## src/rtl/slave_tx_port_arbiter_if.sv

```systemverilog
// Bundle of the three requester ports and the shared SIE transmit port.
// The master modport is the requester/SIE side; the slave modport is the arbiter.
interface slave_tx_port_arbiter_if;
    logic       req0Req,  req1Req,  req2Req;
    logic       req0WEn,  req1WEn,  req2WEn;
    logic [7:0] req0Data, req1Data, req2Data;
    logic [7:0] req0Cntl, req1Cntl, req2Cntl;
    logic       req0Gnt,  req1Gnt,  req2Gnt;
    logic       req0Rdy,  req1Rdy,  req2Rdy;
    logic       SCTxPortRdy;
    logic       SCTxPortWEn;
    logic [7:0] SCTxPortData;
    logic [7:0] SCTxPortCntl;

    modport master (
        output req0Req, req1Req, req2Req,
        output req0WEn, req1WEn, req2WEn,
        output req0Data, req1Data, req2Data,
        output req0Cntl, req1Cntl, req2Cntl,
        output SCTxPortRdy,
        input  req0Gnt, req1Gnt, req2Gnt,
        input  req0Rdy, req1Rdy, req2Rdy,
        input  SCTxPortWEn, SCTxPortData, SCTxPortCntl
    );

    modport slave (
        input  req0Req, req1Req, req2Req,
        input  req0WEn, req1WEn, req2WEn,
        input  req0Data, req1Data, req2Data,
        input  req0Cntl, req1Cntl, req2Cntl,
        input  SCTxPortRdy,
        output req0Gnt, req1Gnt, req2Gnt,
        output req0Rdy, req1Rdy, req2Rdy,
        output SCTxPortWEn, SCTxPortData, SCTxPortCntl
    );
endinterface

```

## src/rtl/slave_tx_port_arbiter.sv

```systemverilog
// Round-robin arbiter sharing the SIE transmit port between three requesters.
// One owner at a time, no preemption; the owner's write signals are muxed to
// the SIE and SIE ready is returned only to the owner.
module slave_tx_port_arbiter (
    input  logic                          clk,
    input  logic                          rst,
    slave_tx_port_arbiter_if.slave        bus
);
    typedef enum logic {IDLE, GRANTED} state_t;

    state_t     state_q;
    logic [1:0] owner_q;
    logic [1:0] last_q;
    logic [2:0] gnt_q;

    // Index 3 is padding so an illegal owner reads as "no request, no write".
    logic [3:0] req_vec;
    logic [3:0] wen_vec;
    logic [1:0] cand1, cand2, cand3;
    logic [1:0] pick_d;
    logic       any_req;

    logic       wen_mux;
    logic [7:0] data_mux;
    logic [7:0] cntl_mux;

    // Modulo-3 increment; an illegal 3 wraps to 0 so candidates stay legal.
    function automatic logic [1:0] inc3(input logic [1:0] x);
        return (x >= 2'd2) ? 2'd0 : x + 2'd1;
    endfunction

    assign req_vec = {1'b0, bus.req2Req, bus.req1Req, bus.req0Req};
    assign wen_vec = {1'b0, bus.req2WEn, bus.req1WEn, bus.req0WEn};
    assign any_req = |req_vec;

    // Search order starts just after the last owner, ending on the last owner.
    assign cand1 = inc3(last_q);
    assign cand2 = inc3(cand1);
    assign cand3 = inc3(cand2);

    // Round-robin pick among the currently raised requests.
    always_comb begin
        pick_d = cand3;
        if (req_vec[cand1]) begin
            pick_d = cand1;
        end else if (req_vec[cand2]) begin
            pick_d = cand2;
        end
    end

    // Arbitration FSM with registered grants; grants hold until the owner drops Req.
    always_ff @(posedge clk or negedge rst) begin
        if (!rst) begin
            state_q <= IDLE;
            owner_q <= 2'd0;
            last_q  <= 2'd2;
            gnt_q   <= 3'b000;
        end else begin
            case (state_q)
                IDLE: begin
                    if (any_req) begin
                        state_q <= GRANTED;
                        owner_q <= pick_d;
                        last_q  <= pick_d;
                        gnt_q   <= 3'b001 << pick_d;
                    end
                end
                GRANTED: begin
                    if (!req_vec[owner_q]) begin
                        state_q <= IDLE;
                        gnt_q   <= 3'b000;
                    end
                end
                default: begin
                    state_q <= IDLE;
                    gnt_q   <= 3'b000;
                end
            endcase
        end
    end

    // Zero-latency mux of the owner's write signals; quiet bus when idle.
    always_comb begin
        wen_mux  = 1'b0;
        data_mux = 8'h00;
        cntl_mux = 8'h00;
        if (state_q == GRANTED) begin
            case (owner_q)
                2'd0: begin
                    wen_mux  = wen_vec[0];
                    data_mux = bus.req0Data;
                    cntl_mux = bus.req0Cntl;
                end
                2'd1: begin
                    wen_mux  = wen_vec[1];
                    data_mux = bus.req1Data;
                    cntl_mux = bus.req1Cntl;
                end
                2'd2: begin
                    wen_mux  = wen_vec[2];
                    data_mux = bus.req2Data;
                    cntl_mux = bus.req2Cntl;
                end
                default: begin
                    wen_mux  = 1'b0;
                    data_mux = 8'h00;
                    cntl_mux = 8'h00;
                end
            endcase
        end
    end

    assign bus.SCTxPortWEn  = wen_mux;
    assign bus.SCTxPortData = data_mux;
    assign bus.SCTxPortCntl = cntl_mux;

    assign bus.req0Gnt = gnt_q[0];
    assign bus.req1Gnt = gnt_q[1];
    assign bus.req2Gnt = gnt_q[2];

    assign bus.req0Rdy = bus.SCTxPortRdy & gnt_q[0];
    assign bus.req1Rdy = bus.SCTxPortRdy & gnt_q[1];
    assign bus.req2Rdy = bus.SCTxPortRdy & gnt_q[2];
endmodule

```

## src/flat_wrapper.sv

```systemverilog
// flat-port wrapper written by rule: the top's interface ports become plain ports
module slave_tx_port_arbiter_flat 
  (clk, rst, bus_req0Req, bus_req1Req, bus_req2Req, bus_req0WEn, bus_req1WEn, bus_req2WEn, bus_req0Data, bus_req1Data, bus_req2Data, bus_req0Cntl, bus_req1Cntl, bus_req2Cntl, bus_SCTxPortRdy, bus_req0Gnt, bus_req1Gnt, bus_req2Gnt, bus_req0Rdy, bus_req1Rdy, bus_req2Rdy, bus_SCTxPortWEn, bus_SCTxPortData, bus_SCTxPortCntl);
  slave_tx_port_arbiter_if bus_i ();
  input  logic clk;
  input  logic rst;
  input wire logic [$bits(bus_i.req0Req)-1:0] bus_req0Req;
  input wire logic [$bits(bus_i.req1Req)-1:0] bus_req1Req;
  input wire logic [$bits(bus_i.req2Req)-1:0] bus_req2Req;
  input wire logic [$bits(bus_i.req0WEn)-1:0] bus_req0WEn;
  input wire logic [$bits(bus_i.req1WEn)-1:0] bus_req1WEn;
  input wire logic [$bits(bus_i.req2WEn)-1:0] bus_req2WEn;
  input wire logic [$bits(bus_i.req0Data)-1:0] bus_req0Data;
  input wire logic [$bits(bus_i.req1Data)-1:0] bus_req1Data;
  input wire logic [$bits(bus_i.req2Data)-1:0] bus_req2Data;
  input wire logic [$bits(bus_i.req0Cntl)-1:0] bus_req0Cntl;
  input wire logic [$bits(bus_i.req1Cntl)-1:0] bus_req1Cntl;
  input wire logic [$bits(bus_i.req2Cntl)-1:0] bus_req2Cntl;
  input wire logic [$bits(bus_i.SCTxPortRdy)-1:0] bus_SCTxPortRdy;
  output wire logic [$bits(bus_i.req0Gnt)-1:0] bus_req0Gnt;
  output wire logic [$bits(bus_i.req1Gnt)-1:0] bus_req1Gnt;
  output wire logic [$bits(bus_i.req2Gnt)-1:0] bus_req2Gnt;
  output wire logic [$bits(bus_i.req0Rdy)-1:0] bus_req0Rdy;
  output wire logic [$bits(bus_i.req1Rdy)-1:0] bus_req1Rdy;
  output wire logic [$bits(bus_i.req2Rdy)-1:0] bus_req2Rdy;
  output wire logic [$bits(bus_i.SCTxPortWEn)-1:0] bus_SCTxPortWEn;
  output wire logic [$bits(bus_i.SCTxPortData)-1:0] bus_SCTxPortData;
  output wire logic [$bits(bus_i.SCTxPortCntl)-1:0] bus_SCTxPortCntl;
  assign bus_i.req0Req = bus_req0Req;
  assign bus_i.req1Req = bus_req1Req;
  assign bus_i.req2Req = bus_req2Req;
  assign bus_i.req0WEn = bus_req0WEn;
  assign bus_i.req1WEn = bus_req1WEn;
  assign bus_i.req2WEn = bus_req2WEn;
  assign bus_i.req0Data = bus_req0Data;
  assign bus_i.req1Data = bus_req1Data;
  assign bus_i.req2Data = bus_req2Data;
  assign bus_i.req0Cntl = bus_req0Cntl;
  assign bus_i.req1Cntl = bus_req1Cntl;
  assign bus_i.req2Cntl = bus_req2Cntl;
  assign bus_i.SCTxPortRdy = bus_SCTxPortRdy;
  assign bus_req0Gnt = bus_i.req0Gnt;
  assign bus_req1Gnt = bus_i.req1Gnt;
  assign bus_req2Gnt = bus_i.req2Gnt;
  assign bus_req0Rdy = bus_i.req0Rdy;
  assign bus_req1Rdy = bus_i.req1Rdy;
  assign bus_req2Rdy = bus_i.req2Rdy;
  assign bus_SCTxPortWEn = bus_i.SCTxPortWEn;
  assign bus_SCTxPortData = bus_i.SCTxPortData;
  assign bus_SCTxPortCntl = bus_i.SCTxPortCntl;
  slave_tx_port_arbiter u_core (.clk(clk), .rst(rst), .bus(bus_i));
endmodule
```

## config.mk

```make
export PLATFORM = sky130hd
export DESIGN_NAME = slave_tx_port_arbiter_flat
export DESIGN_NICKNAME = d
export VERILOG_FILES = /design/src/rtl/slave_tx_port_arbiter_if.sv /design/src/rtl/slave_tx_port_arbiter.sv /design/src/flat_wrapper.sv
export SDC_FILE = /design/constraint.sdc
export NUM_CORES = 1
export LEC_CHECK = 0
export CAP_MARGIN = 20
export CORE_ASPECT_RATIO = 2
export CORE_MARGIN = 8
export CORE_UTILIZATION = 30
export DETAILED_ROUTE_END_ITERATION = 8
export HOLD_SLACK_MARGIN = 0.15
export PLACE_DENSITY = 0.76
export RECOVER_POWER = 25
export SLEW_MARGIN = 15
export SYNTH_ARGS = -nofsm -noshare
export SYNTH_HDL_FRONTEND = slang
export SYNTH_SLANG_ARGS = --single-unit
```

## constraint.sdc

```tcl
create_clock -name clk -period 1.9 [get_ports clk]
set_clock_uncertainty 0.05 [all_clocks]
set_input_delay 0.38 -clock clk [delete_from_list [all_inputs] [get_ports clk]]
set_output_delay 0.38 -clock clk [all_outputs]
set_load 0.02 [all_outputs]
```

# After elaboration in Yosys (flattened, before gate mapping)
# Cells that the tools add are included.
# word_totals
out_inout_bits	23
input_bits	57
word_cells	49
ff_bits	8
# op_classes
n_eq_ne	4
n_addsub	3
n_mux	23
n_lt_le_gt_ge	6
bitwise_logic	4
shift	1
n_reduce_logical	4
# ops
operator	n
8-bit one-hot mux with 3 select lines	2
8-bit 2-to-1 mux	2
2-bit 2-to-1 mux	5
2-bit by 3-bit less-than comparator with 1-bit output (second input constant)	3
2-bit by 1-bit adder with 2-bit output (second input constant)	3
1-bit binary-select mux with 2-bit select	3
2-bit greater-or-equal comparator (second input constant)	3
1-bit 2-to-1 mux	6
3-bit 2-to-1 mux	2
3-bit one-hot mux with 2 select lines	1
2-bit AND reduction	2
1-bit bitwise AND	3
1-bit one-hot mux with 3 select lines	1
3-bit OR reduction	1
1-bit by 2-bit left shift with 3-bit output (first input constant)	1
2-bit by 1-bit == test with 1-bit output (second input constant)	1
2-bit == test (second input constant)	1
2-bit zero test	1
2-bit by 1-bit inequality test with 1-bit output (second input constant)	1
2-bit inequality test (second input constant)	1
1-bit one-hot mux with 2 select lines	1
1-bit inverter	1

# Longest topological paths before layout
# logic_depth
depth_word	11
ltp_mapped	6

# Least setup slack after synthesis
# Ideal clock, no wire load.
# synth_path
kind	reg2out
from	reg u_core.owner_q[1]
to	out bus_SCTxPortCntl[0]
arrival_time_ns	1.286
slack_ns	0.184
stages_incl_launch_ff	7
required_ns	1.470
cell_sequence	dfrtp_1 buf_4 buf_6 mux2i_1 nor2_1 a21oi_1 nor2_1
# synth_via
elab_chain_cells	3
# synth_lines
element	line_no	source
start: declaration	slave_tx_port_arbiter.sv:12	logic [1:0] owner_q;
start signal: assignment	slave_tx_port_arbiter.sv:63	owner_q <= pick_d;
2-bit == test (tied with other cells)	slave_tx_port_arbiter.sv:88	case (owner_q)
8-bit one-hot mux with 3 select lines *	slave_tx_port_arbiter.sv:88	
8-bit 2-to-1 mux *	slave_tx_port_arbiter.sv:87	if (state_q == GRANTED) begin
end: declaration	flat_wrapper.sv:28	output wire logic [$bits(bus_i.SCTxPortCntl)-1:0] bus_SCTxPortCntl;
# Mark *: on every way between the ends. The rest lies on a longest branch, timed or not.

# Worst setup path in the final report
# layout_path
from	reg u_core.owner_q[1]
to	out bus_SCTxPortCntl[7]
# The elaborated chain is that of the path after synthesis.

==> run metrics <==
status complete, but fails checks; failing checks setup timing; Synth Instances 120; number of synthesized register bits 7; GR Overflow Total 0; crit-path cells buf_6, buf_12, mux2i_1, nor2_1, a21oi_1, nor2_1, buf_2; hold-fix buffer count after cts 0; synth cell count leaders nor2_1 (39), a21oi_1 (19), mux2i_1 (17); Final GP Congestion 0.7984; Avg Inst Size Synth 6.986 sq um; top post-synthesis cells by area mux2i_1 (20%), dfrtp_1 (18%), nor2_1 (17%); CORE AREA 2703 sq um; Clock Tree Root clkbuf_8; die area 4845 sq um; nets between 200 and 300; pin count of the biggest net entering global routing 18; I/O pins 80; switching pwr 1168 uW; drt wl/cell approximately 16 microns; post-detail-place hpwl 3.133 mm; critical path class flop to output pin; share of layout cells above drive strength 1 22.90%; worst skew pair latency 0.24 ns; crit path DAT between 1.5 and 2 ns; Critical Path Most Common Cell nor2_1; Clk network pwr share 9.2%; XOR/XNOR Fraction of Synth Area 0%; Int Power 1333 uW; Lkg Pwr around 0.0008 uW; Filler Cell Count 244; CP max FO 5; RSZ-0062 raised after global routing yes; register area share after synthesis a little over a fifth; Crit path required time 1.47 ns; Post-Synth Simple-Gate Area 23.28%; initial drt markers 10; Worst-Margin Slew 0.3440 ns; vias in the first global route 1426; Most used DFF post-synth dfrtp_1; initial antenna violation count 0; Setup TNS Final -0.1394 ns; Final Hold Fails 0; P per Cell Area 1397 nW/um^2; fin. max-slew vios 0; clock tree sinks 7; area grow syn2layout 113.6%; Synth cell types 29; n_diodes 0; Worst setup SP type flop; EDFF count, synth 0; via count 1230; CTS Buffer Depth 2; combinational share of power 78.9%; fin crit period 1.940 ns; Initial Utilization 31.02%; type of the tightest min-delay check primary input to async pin; residual DRC count 0; DIE WIDTH 53.38 microns; largest area contributor in the netlist mux2i_1; Pre-antenna DRT Iters 4; fin util between 60% and 70%; Die H about 90 microns; CP max stage delay 0.45 ns; # H-tree levels 1; multiplexer share of the synthesized area 21.64%; antenna-violating nets left 0; routed vias/inst 5.062; first-pass GRT wire length 6.196 mm; crit share post-route 102.1%; syn nets about 180; Setup crit end kind output pin; Top delay family on crit path flip-flops; CTS tree built; Max Cap Violations 0; final setup vio count 9; std cell rows 27; number of buffers and inverters on the critical path 3; Num CTS Buffers 3; DRT Wirelength 3.850 mm; most frequent cell after synthesis nor2_1; Worst-path clk slew approximately 0.050 ns; Synth Area in Adders 0%; Synth async-reset ratio between 90% and 100%; Total GRT Usage 16.17%; IO buf count 79; switch share 46.71%; Worst VDD drop 671.4 uV; Ys Warns 0; Worst Setup Slack, final -0.03963 ns; Max Clk Rate 0.5156 GHz; Syn Std Cell Area around 840 sq um; Slew HR 76.99%; post-synth top area share about a fifth; CP max stage cell dfrtp_2; pre-CTS setup slack -0.3023 ns; compound-gate portion of the synthesized area 25.22%; Seq pwr share around an eighth; main combinational cell family by area after synthesis compound AO/OA/AOI/OAI gates
==> area by class of cell <==
type | instances | area (sq um) | area share [%]
Sequential cell | 7 | 177.7 | 9.923
Multi-Input combinational cell | 99 | 590.6 | 32.98
Timing Repair Buffer | 101 | 929.6 | 51.92
Clock buffer | 4 | 45.04 | 2.516
Tap cell | 29 | 36.28 | 2.027
Inverter | 3 | 11.26 | 0.6289
==> placed cells by master (no fill, tap or decap), types with 2 or more instances in the layout <==
cell             netlist  final
nor2_1                39     39
dlygate4sd2_1          0      3
o21ai_1                2      2
mux2i_1               17     17
and2_1                 3      3
inv_1                  2      2
o22ai_1                2      2
clkdlybuf4s15_2        0      2
dfrtp_1                6      5
clkbuf_8               0      3
o21ai_0                3      3
clkdlybuf4s50_1        0     58
buf_2                  2      9
buf_6                  2      6
a21oi_1               19     19
buf_4                  1     21
==> final timing paths <==
kind / start / end / slack (ns) / cells after the start
setup / recovery: u_core.owner_q[1] / bus_SCTxPortCntl[7] / -0.04 / 7
max in group asynchronous: rst / u_core.last_q[1] / 1.07 / 1
min in group clk: u_core.gnt_q[1] / u_core.gnt_q[1] / 0.48 / 1
hold reg to reg: u_core.gnt_q[1] / u_core.gnt_q[1] / 0.48 / 1
hold / removal: rst / u_core.last_q[0] / 0.43 / 1
setup reg to reg: u_core.owner_q[1] / u_core.gnt_q[2] / 0.04 / 6
==> power groups by stage <==
stage	logic (uW)	registers (uW)	clock network, uW
2_1_floorplan	1070	306	0
3_3_place_gp	1910	286	0
3_5_place_dp	1930	289	0
4_1_cts	1910	301	229
5_1_grt	2140	308	233
6_report	1970	298	230
==> kinds of logic (layout without fill, tap and decap cells) <==
| logic type | count (synthesis) | count (layout) |
|---|---|---|
| buffers and inverters | 14 | 108 |
| flip-flops | 7 | 7 |
| multiplexers | 18 | 18 |
| AO/OA/AOI/OAI | 35 | 35 |
| AND/OR/NAND/NOR | 46 | 46 |
==> sequential cells by signal (all words and copies together), names as in the netlist <==
signal	count
u_core.gnt_q	3
u_core.last_q	2
u_core.owner_q	1
u_core.state_q	1
==> what timing repair did <==
item | in CTS | in global routing
cloned | 2 | 0
setup endpoints to repair | 20 | 13
gates resized for setup | 75 | 11
buffers inserted | 3 | 3
pin swaps | 0 | 7
==> layer usage <==
| layer | up-vias | part of all wire, % | global-route usage [%] |
|---|---|---|---|
| li1 | 604 | - | - |
| met5 | - | 0 | 0 |
| met4 | 0 | 5.4 | 9.958 |
| met1 | 551 | 33 | 14.76 |
| met2 | 60 | 54 | 28.74 |
| met3 | 15 | 7.5 | 4.455 |
==> metrics by stage <==
step	total power [uW]	instances	cell area [sq um]	hold WS, ns
3_5_place_dp	2224	231	1708	0.4691
2_1_floorplan	1374	120	838.3	0.03441
4_1_cts	2443	240	1768	0.3622
3_3_place_gp	2198	231	1708	0.4481
6_report	2501	243	1790	0.4300
5_1_grt	2683	243	1790	0.4441
No activity file was read; power rests on OpenSTA's default activity.
